## src/rtl/rf_pkg.sv

```systemverilog
// Shared definitions for the parameterised register file: default geometry
// and the control FSM state encoding.
package rf_pkg;

    localparam int DEF_XLEN = 32;
    localparam int DEF_NREG = 32;

    typedef enum logic {
        INIT = 1'b0,
        RUN  = 1'b1
    } rf_state_t;

endpackage

```

## src/rtl/rf_scoreboard.sv

```systemverilog
// Per-register pending bits: set by producer issue, cleared by the write that
// retires it, with a same-cycle bypass of the clearing write on both ports.
module rf_scoreboard #(
    parameter int NREG = 32,
    parameter int AW   = $clog2(NREG)
) (
    input  logic          clock,
    input  logic          reset,
    input  logic          run,
    input  logic          sb_set,
    input  logic [AW-1:0] sb_a,
    input  logic          we,
    input  logic [AW-1:0] a3,
    input  logic [AW-1:0] a1,
    input  logic [AW-1:0] a2,
    output logic          pend1,
    output logic          pend2
);

    logic [NREG-1:0] pend_reg;
    logic [NREG-1:0] pend_next;

    genvar gi;
    generate
        for (gi = 0; gi < NREG; gi++) begin : g_bit
            if (gi == 0) begin : g_zero
                assign pend_next[gi] = 1'b0;
            end else begin : g_live
                logic set_hit;
                logic clr_hit;
                assign set_hit = run && sb_set && (sb_a == AW'(gi));
                assign clr_hit = run && we && (a3 == AW'(gi));
                // A new producer issuing in the same cycle as the old write wins.
                assign pend_next[gi] = set_hit ? 1'b1 :
                                       clr_hit ? 1'b0 : pend_reg[gi];
            end
        end
    endgenerate

    always_ff @(posedge clock or negedge reset) begin
        if (!reset) begin
            pend_reg <= '0;
        end else begin
            pend_reg <= pend_next;
        end
    end

    assign pend1 = run && pend_reg[a1] && !(we && (a3 == a1));
    assign pend2 = run && pend_reg[a2] && !(we && (a3 == a2));

endmodule

```

## src/rtl/param_register_file.sv

```systemverilog
// Two-read / one-write register file with self-initialisation after reset,
// write-through bypass, hard-wired zero register and a pending-write scoreboard.
module param_register_file
    import rf_pkg::*;
#(
    parameter int XLEN = DEF_XLEN,
    parameter int NREG = DEF_NREG,
    parameter int AW   = $clog2(NREG)
) (
    input  logic            clock,
    input  logic            reset,
    input  logic [AW-1:0]   rg_A1,
    input  logic [AW-1:0]   rg_A2,
    output logic [XLEN-1:0] rg_RD1,
    output logic [XLEN-1:0] rg_RD2,
    input  logic [AW-1:0]   rg_A3,
    input  logic [XLEN-1:0] rg_WD3,
    input  logic            rg_WE3,
    input  logic            rg_SB_SET,
    input  logic [AW-1:0]   rg_SB_A,
    output logic            rg_PEND1,
    output logic            rg_PEND2,
    output logic            rg_READY
);

    rf_state_t     state_reg;
    logic [AW-1:0] cnt_reg;
    logic          ready_reg;
    logic          run;

    always_ff @(posedge clock or negedge reset) begin
        if (!reset) begin
            state_reg <= INIT;
            cnt_reg   <= '0;
            ready_reg <= 1'b0;
        end else begin
            case (state_reg)
                INIT: begin
                    if (cnt_reg == AW'(NREG - 1)) begin
                        state_reg <= RUN;
                        ready_reg <= 1'b1;
                    end else begin
                        cnt_reg <= cnt_reg + 1'b1;
                    end
                end
                RUN: begin
                    state_reg <= RUN;
                end
                default: begin
                    state_reg <= INIT;
                end
            endcase
        end
    end

    assign run      = (state_reg == RUN);
    assign rg_READY = ready_reg;

    // Storage is intentionally not reset; the INIT sweep rewrites every entry.
    logic [XLEN-1:0] regs [NREG];

    always_ff @(posedge clock) begin
        if (!run) begin
            regs[cnt_reg] <= XLEN'(cnt_reg);
        end else if (rg_WE3 && (rg_A3 != '0)) begin
            regs[rg_A3] <= rg_WD3;
        end
    end

    logic [AW-1:0]   rd_addr [2];
    logic [XLEN-1:0] rd_data [2];

    assign rd_addr[0] = rg_A1;
    assign rd_addr[1] = rg_A2;

    genvar gi;
    generate
        for (gi = 0; gi < 2; gi++) begin : g_rport
            logic wr_hit;
            assign wr_hit = run && rg_WE3 && (rg_A3 != '0) && (rg_A3 == rd_addr[gi]);
            assign rd_data[gi] = (rd_addr[gi] == '0) ? '0 :
                                 wr_hit              ? rg_WD3 : regs[rd_addr[gi]];
        end
    endgenerate

    assign rg_RD1 = rd_data[0];
    assign rg_RD2 = rd_data[1];

    rf_scoreboard #(
        .NREG (NREG),
        .AW   (AW)
    ) u_scoreboard (
        .clock  (clock),
        .reset  (reset),
        .run    (run),
        .sb_set (rg_SB_SET),
        .sb_a   (rg_SB_A),
        .we     (rg_WE3),
        .a3     (rg_A3),
        .a1     (rg_A1),
        .a2     (rg_A2),
        .pend1  (rg_PEND1),
        .pend2  (rg_PEND2)
    );

endmodule

```

## config.mk

```make
export PLATFORM = sky130hd
export DESIGN_NAME = param_register_file
export DESIGN_NICKNAME = d
export VERILOG_FILES = /design/src/rtl/rf_pkg.sv /design/src/rtl/rf_scoreboard.sv /design/src/rtl/param_register_file.sv
export SDC_FILE = /design/constraint.sdc
export NUM_CORES = 1
export LEC_CHECK = 0
export CORE_ASPECT_RATIO = 1.5
export CORE_MARGIN = 2
export CORE_UTILIZATION = 59
export DETAILED_ROUTE_END_ITERATION = 16
export PLACE_DENSITY = 0.76
export SYNTH_ARGS = -nofsm -noshare
export SYNTH_HDL_FRONTEND = slang
export SYNTH_HIERARCHICAL = 1
export SYNTH_SLANG_ARGS = --single-unit
```

## constraint.sdc

```tcl
create_clock -name clock -period 4.7 [get_ports clock]
set_input_delay 0.94 -clock clock [delete_from_list [all_inputs] [get_ports clock]]
set_output_delay 0.94 -clock clock [all_outputs]
set_load 0.02 [all_outputs]
```

==> flow_metrics.env <==
export IMPL_clkSinkCount=1062
export IMPL_critPathRequiredTime_ns=3.76
export IMPL_fin_area_sq_mm=0.05795
export IMPL_fin_skew_ns=0.01488
export IMPL_period_minus_slack_ns=4.710
export IMPL_post_dp_cell_area_sq_mm=0.05469
export IMPL_place_ws_ns=0.08939
export IMPL_firstDrtPassIters=7
export IMPL_min_path_type="primary input to asynchronous set/reset pin"
export IMPL_synth_area_sq_mm=0.04993
export IMPL_drive_gt1_frac=0.3217
export IMPL_die_h_um=360.3
export IMPL_nNetsFinal=3033
export IMPL_viasPerCell=7.553
export IMPL_synth_seq_cells=1062
export IMPL_fmax_mhz=212.3
export IMPL_grt_overflow=0
export IMPL_drcViolationCount=0
export IMPL_vias=31512
export IMPL_routed_wl_mm=152.3
export IMPL_port_buffers=122
export IMPL_ir_drop_mv=0.3564
export IMPL_arrival_ns=3.77
export IMPL_area_growth_pct=16.07
export IMPL_synth_cell_types=56
export IMPL_cts_buffer_depth=3
export IMPL_numCtsBuffers=96
export IMPL_root_buffer="clkbuf_16"
export IMPL_whs_ns=0.3755
export IMPL_status="finished, violations left"
export IMPL_grt_antenna_before_repair=1
export IMPL_path_class="primary input to output pin"
export IMPL_synth_edf_count=1024
export IMPL_die_w_um=241.5
export IMPL_insertion_delay_ns=0.67
export IMPL_synth_xor_area_frac=0.004035
export IMPL_max_stage_delay_ns=0.69
export IMPL_synthAdderAreaFrac=0.0005012
export IMPL_end_kind="output pin"
export IMPL_timing_critical_path_from="rg_A2[2]"
export IMPL_wl_per_cell_um=36.51
export IMPL_cts_setup_buffers=0
export IMPL_synth_top_family_by_area="multiplexers"
export IMPL_cts_hold_buf=0
export IMPL_slew_violations=0
export IMPL_h_tree_depth=3
export IMPL_fin_util=0.6918
export IMPL_yosys_warnings=6
export IMPL_synthMuxAreaShare=0.2528
export IMPL_synth_simple_area_share=0.03526
export IMPL_cp_endpoint="rg_RD2[0]"
export IMPL_finalHoldViolCount=0
export IMPL_ys_flop_type="edfxtp_1"
export IMPL_failed_checks="negative setup slack"
export IMPL_grt_max_degree=48
export IMPL_start_util=0.5960
export IMPL_synth_compound_area_frac=0.05125
export IMPL_r2r_end="regs[30][24]$_DFFE_PP_"
export IMPL_avgSynthCellArea_sq_um=18.27
export IMPL_rsz0062_at_grt="false"
export IMPL_crit_path_max_fanout=25
export IMPL_p_leak_nw=20.06
export IMPL_layout_common_cells="edfxtp_1 (1024), mux4_2 (487), buf_4 (162)"
export IMPL_fp_coreArea_sq_mm=0.08377
export IMPL_synthArstFlopShare=0.03578
export IMPL_drv_cap=0
export IMPL_rows=130
export IMPL_reg2reg_from="run$_DFF_PN0_"
export IMPL_crit_path_start_kind="primary input"
export IMPL_cts_reportedPaths_clkPinSlew_ns=0.06
export IMPL_cts_tree="built"
export IMPL_tightestPinTransition_ns=1.226
export IMPL_ant_nets=0
export IMPL_grt_pass1_wl_mm=220.5
export IMPL_synth_nets=2791
export IMPL_crit_slowest_cell="clkdlybuf4s50_1"
export IMPL_layout_commonest_cell="edfxtp_1"
export IMPL_path_cells="clkdlybuf4s50_1 -> buf_12 -> nand2b_2 -> buf_4 -> o22ai_1 -> or3_1 -> a31oi_1 -> clkdlybuf4s50_1"
export IMPL_cp_common_cell="clkdlybuf4s50_1"
export IMPL_largest_reg_flops=1024
export IMPL_worst_r2r_path_depth=7
export IMPL_p_per_area_mw_per_mm2=359.0
export IMPL_ff2ff_setup_slack_ns=1.38
export IMPL_synthCells=2733
export IMPL_fin_ws_ns=-0.01050
export IMPL_groute_usage_overall=0.3532
export IMPL_die_area_sq_mm=0.08701
export IMPL_grt_pass1_vias=32415
export IMPL_ys_seq_area_frac=0.6349
export IMPL_dpl_hpwl_mm=95.27
export IMPL_ios=123
export IMPL_relSlewSlack=0.1824
export IMPL_drt_iter0_markers=3982
export IMPL_finalSetupViolCount=1
export IMPL_finalCritPeriodShare=1.002
export IMPL_gp_congestion=0.9173
[critical path, delay by kind of cell]
| family | cells | cell delay [ns] |
|---|---|---|
| buffers and inverters | 4 | 1.68 |
| AND/OR/NAND/NOR | 2 | 0.58 |
| AO/OA/AOI/OAI | 2 | 0.52 |
[per-stage QoR]
| stage | TNS, ns | total power (W) | std cells |
|---|---|---|---|
| 2_1_floorplan | 0 | 0.01187 | 2733 |
| 3_3_place_gp | 0 | 0.01271 | 3999 |
| 3_5_place_dp | 0 | 0.01275 | 3999 |
| 4_1_cts | 0 | 0.02080 | 4171 |
| 5_1_grt | 0 | 0.02126 | 4171 |
| 6_report | -0.01050 | 0.02080 | 4172 |
[cells in the mapped netlist (all sizes together) (5+ instances only)]
master	instances	area (sq um)
a221oi	35	306.5
a22o	32	280.3
a31oi	32	200.2
and2	28	175.2
and3	5	31.28
buf	116	648.1
clkbuf	102	384.1
dfrtp	38	950.9
edfxtp	1024	30750
inv	8	30.03
mux2	41	465.4
mux2i	108	1081
mux4	491	11070
nand2	103	386.6
nand2b	18	112.6
nand3	7	35.03
nand4	7	43.79
nor2	135	506.7
nor2b	9	58.81
nor3	9	45.04
o21ai	131	655.6
o22ai	155	969.7
or2	7	43.79
or3	37	231.5
xnor2	15	131.4
xor2	8	70.07
[layout make-up]
class | instances | area, sq um
Antenna cell | 1 | 2.502
Clock inverter | 58 | 716.9
Sequential cell | 1062 | 31700
Fill cell | 5070 | 25820
Tap cell | 1122 | 1404
Timing Repair Buffer | 362 | 4106
Multi-Input combinational cell | 1445 | 17460
Inverter | 8 | 30.03
Clock buffer | 114 | 2534
[routing by layer]
layer	wire length (um)	track usage	vias up
met1	49240	0.4331	16276
met4	9382	0.1897	4
met5	128	0.009434	-
met2	75350	0.5812	2555
met3	18240	0.08887	599
li1	-	-	12078
[how the worst min path moves through the flow]
stage,from,endpoint,depth (start not counted)
finish,reset,u_scoreboard/pend_reg[20]$_DFFE_PN0P_,1
global route,reset,u_scoreboard/pend_reg[22]$_DFFE_PN0P_,1
CTS,reset,u_scoreboard/pend_reg[20]$_DFFE_PN0P_,1
detailed placement,rg_READY$_DFFE_PN0P_,rg_READY$_DFFE_PN0P_,1
global placement,rg_READY$_DFFE_PN0P_,rg_READY$_DFFE_PN0P_,1
floorplan,u_scoreboard/pend_reg[24]$_DFFE_PN0P_,u_scoreboard/pend_reg[24]$_DFFE_PN0P_,2
[power breakdown]
group | leakage, nW | internal (W) | switching (W)
clock | 1.57 | 0.00469 | 0.00352
sequential | 10.8 | 0.0105 | 0.0000377
combinational | 7.64 | 0.000882 | 0.00121
total | 20.1 | 0.0160 | 0.00477
[cells by family after synthesis]
group,Yosys count
AO/OA/AOI/OAI,404
XOR/XNOR,23
flip-flops,1062
adder cells (fa/ha/maj),2
buffers and inverters,226
AND/OR/NAND/NOR,376
multiplexers,640
[what timing repair did]
item / in CTS / in global routing
endpoints found under the setup margin: 0 / 4
endpoints found under the hold margin: 0 / 0
resized for setup: 0 / 3
Power figures use the tool's default switching activity.
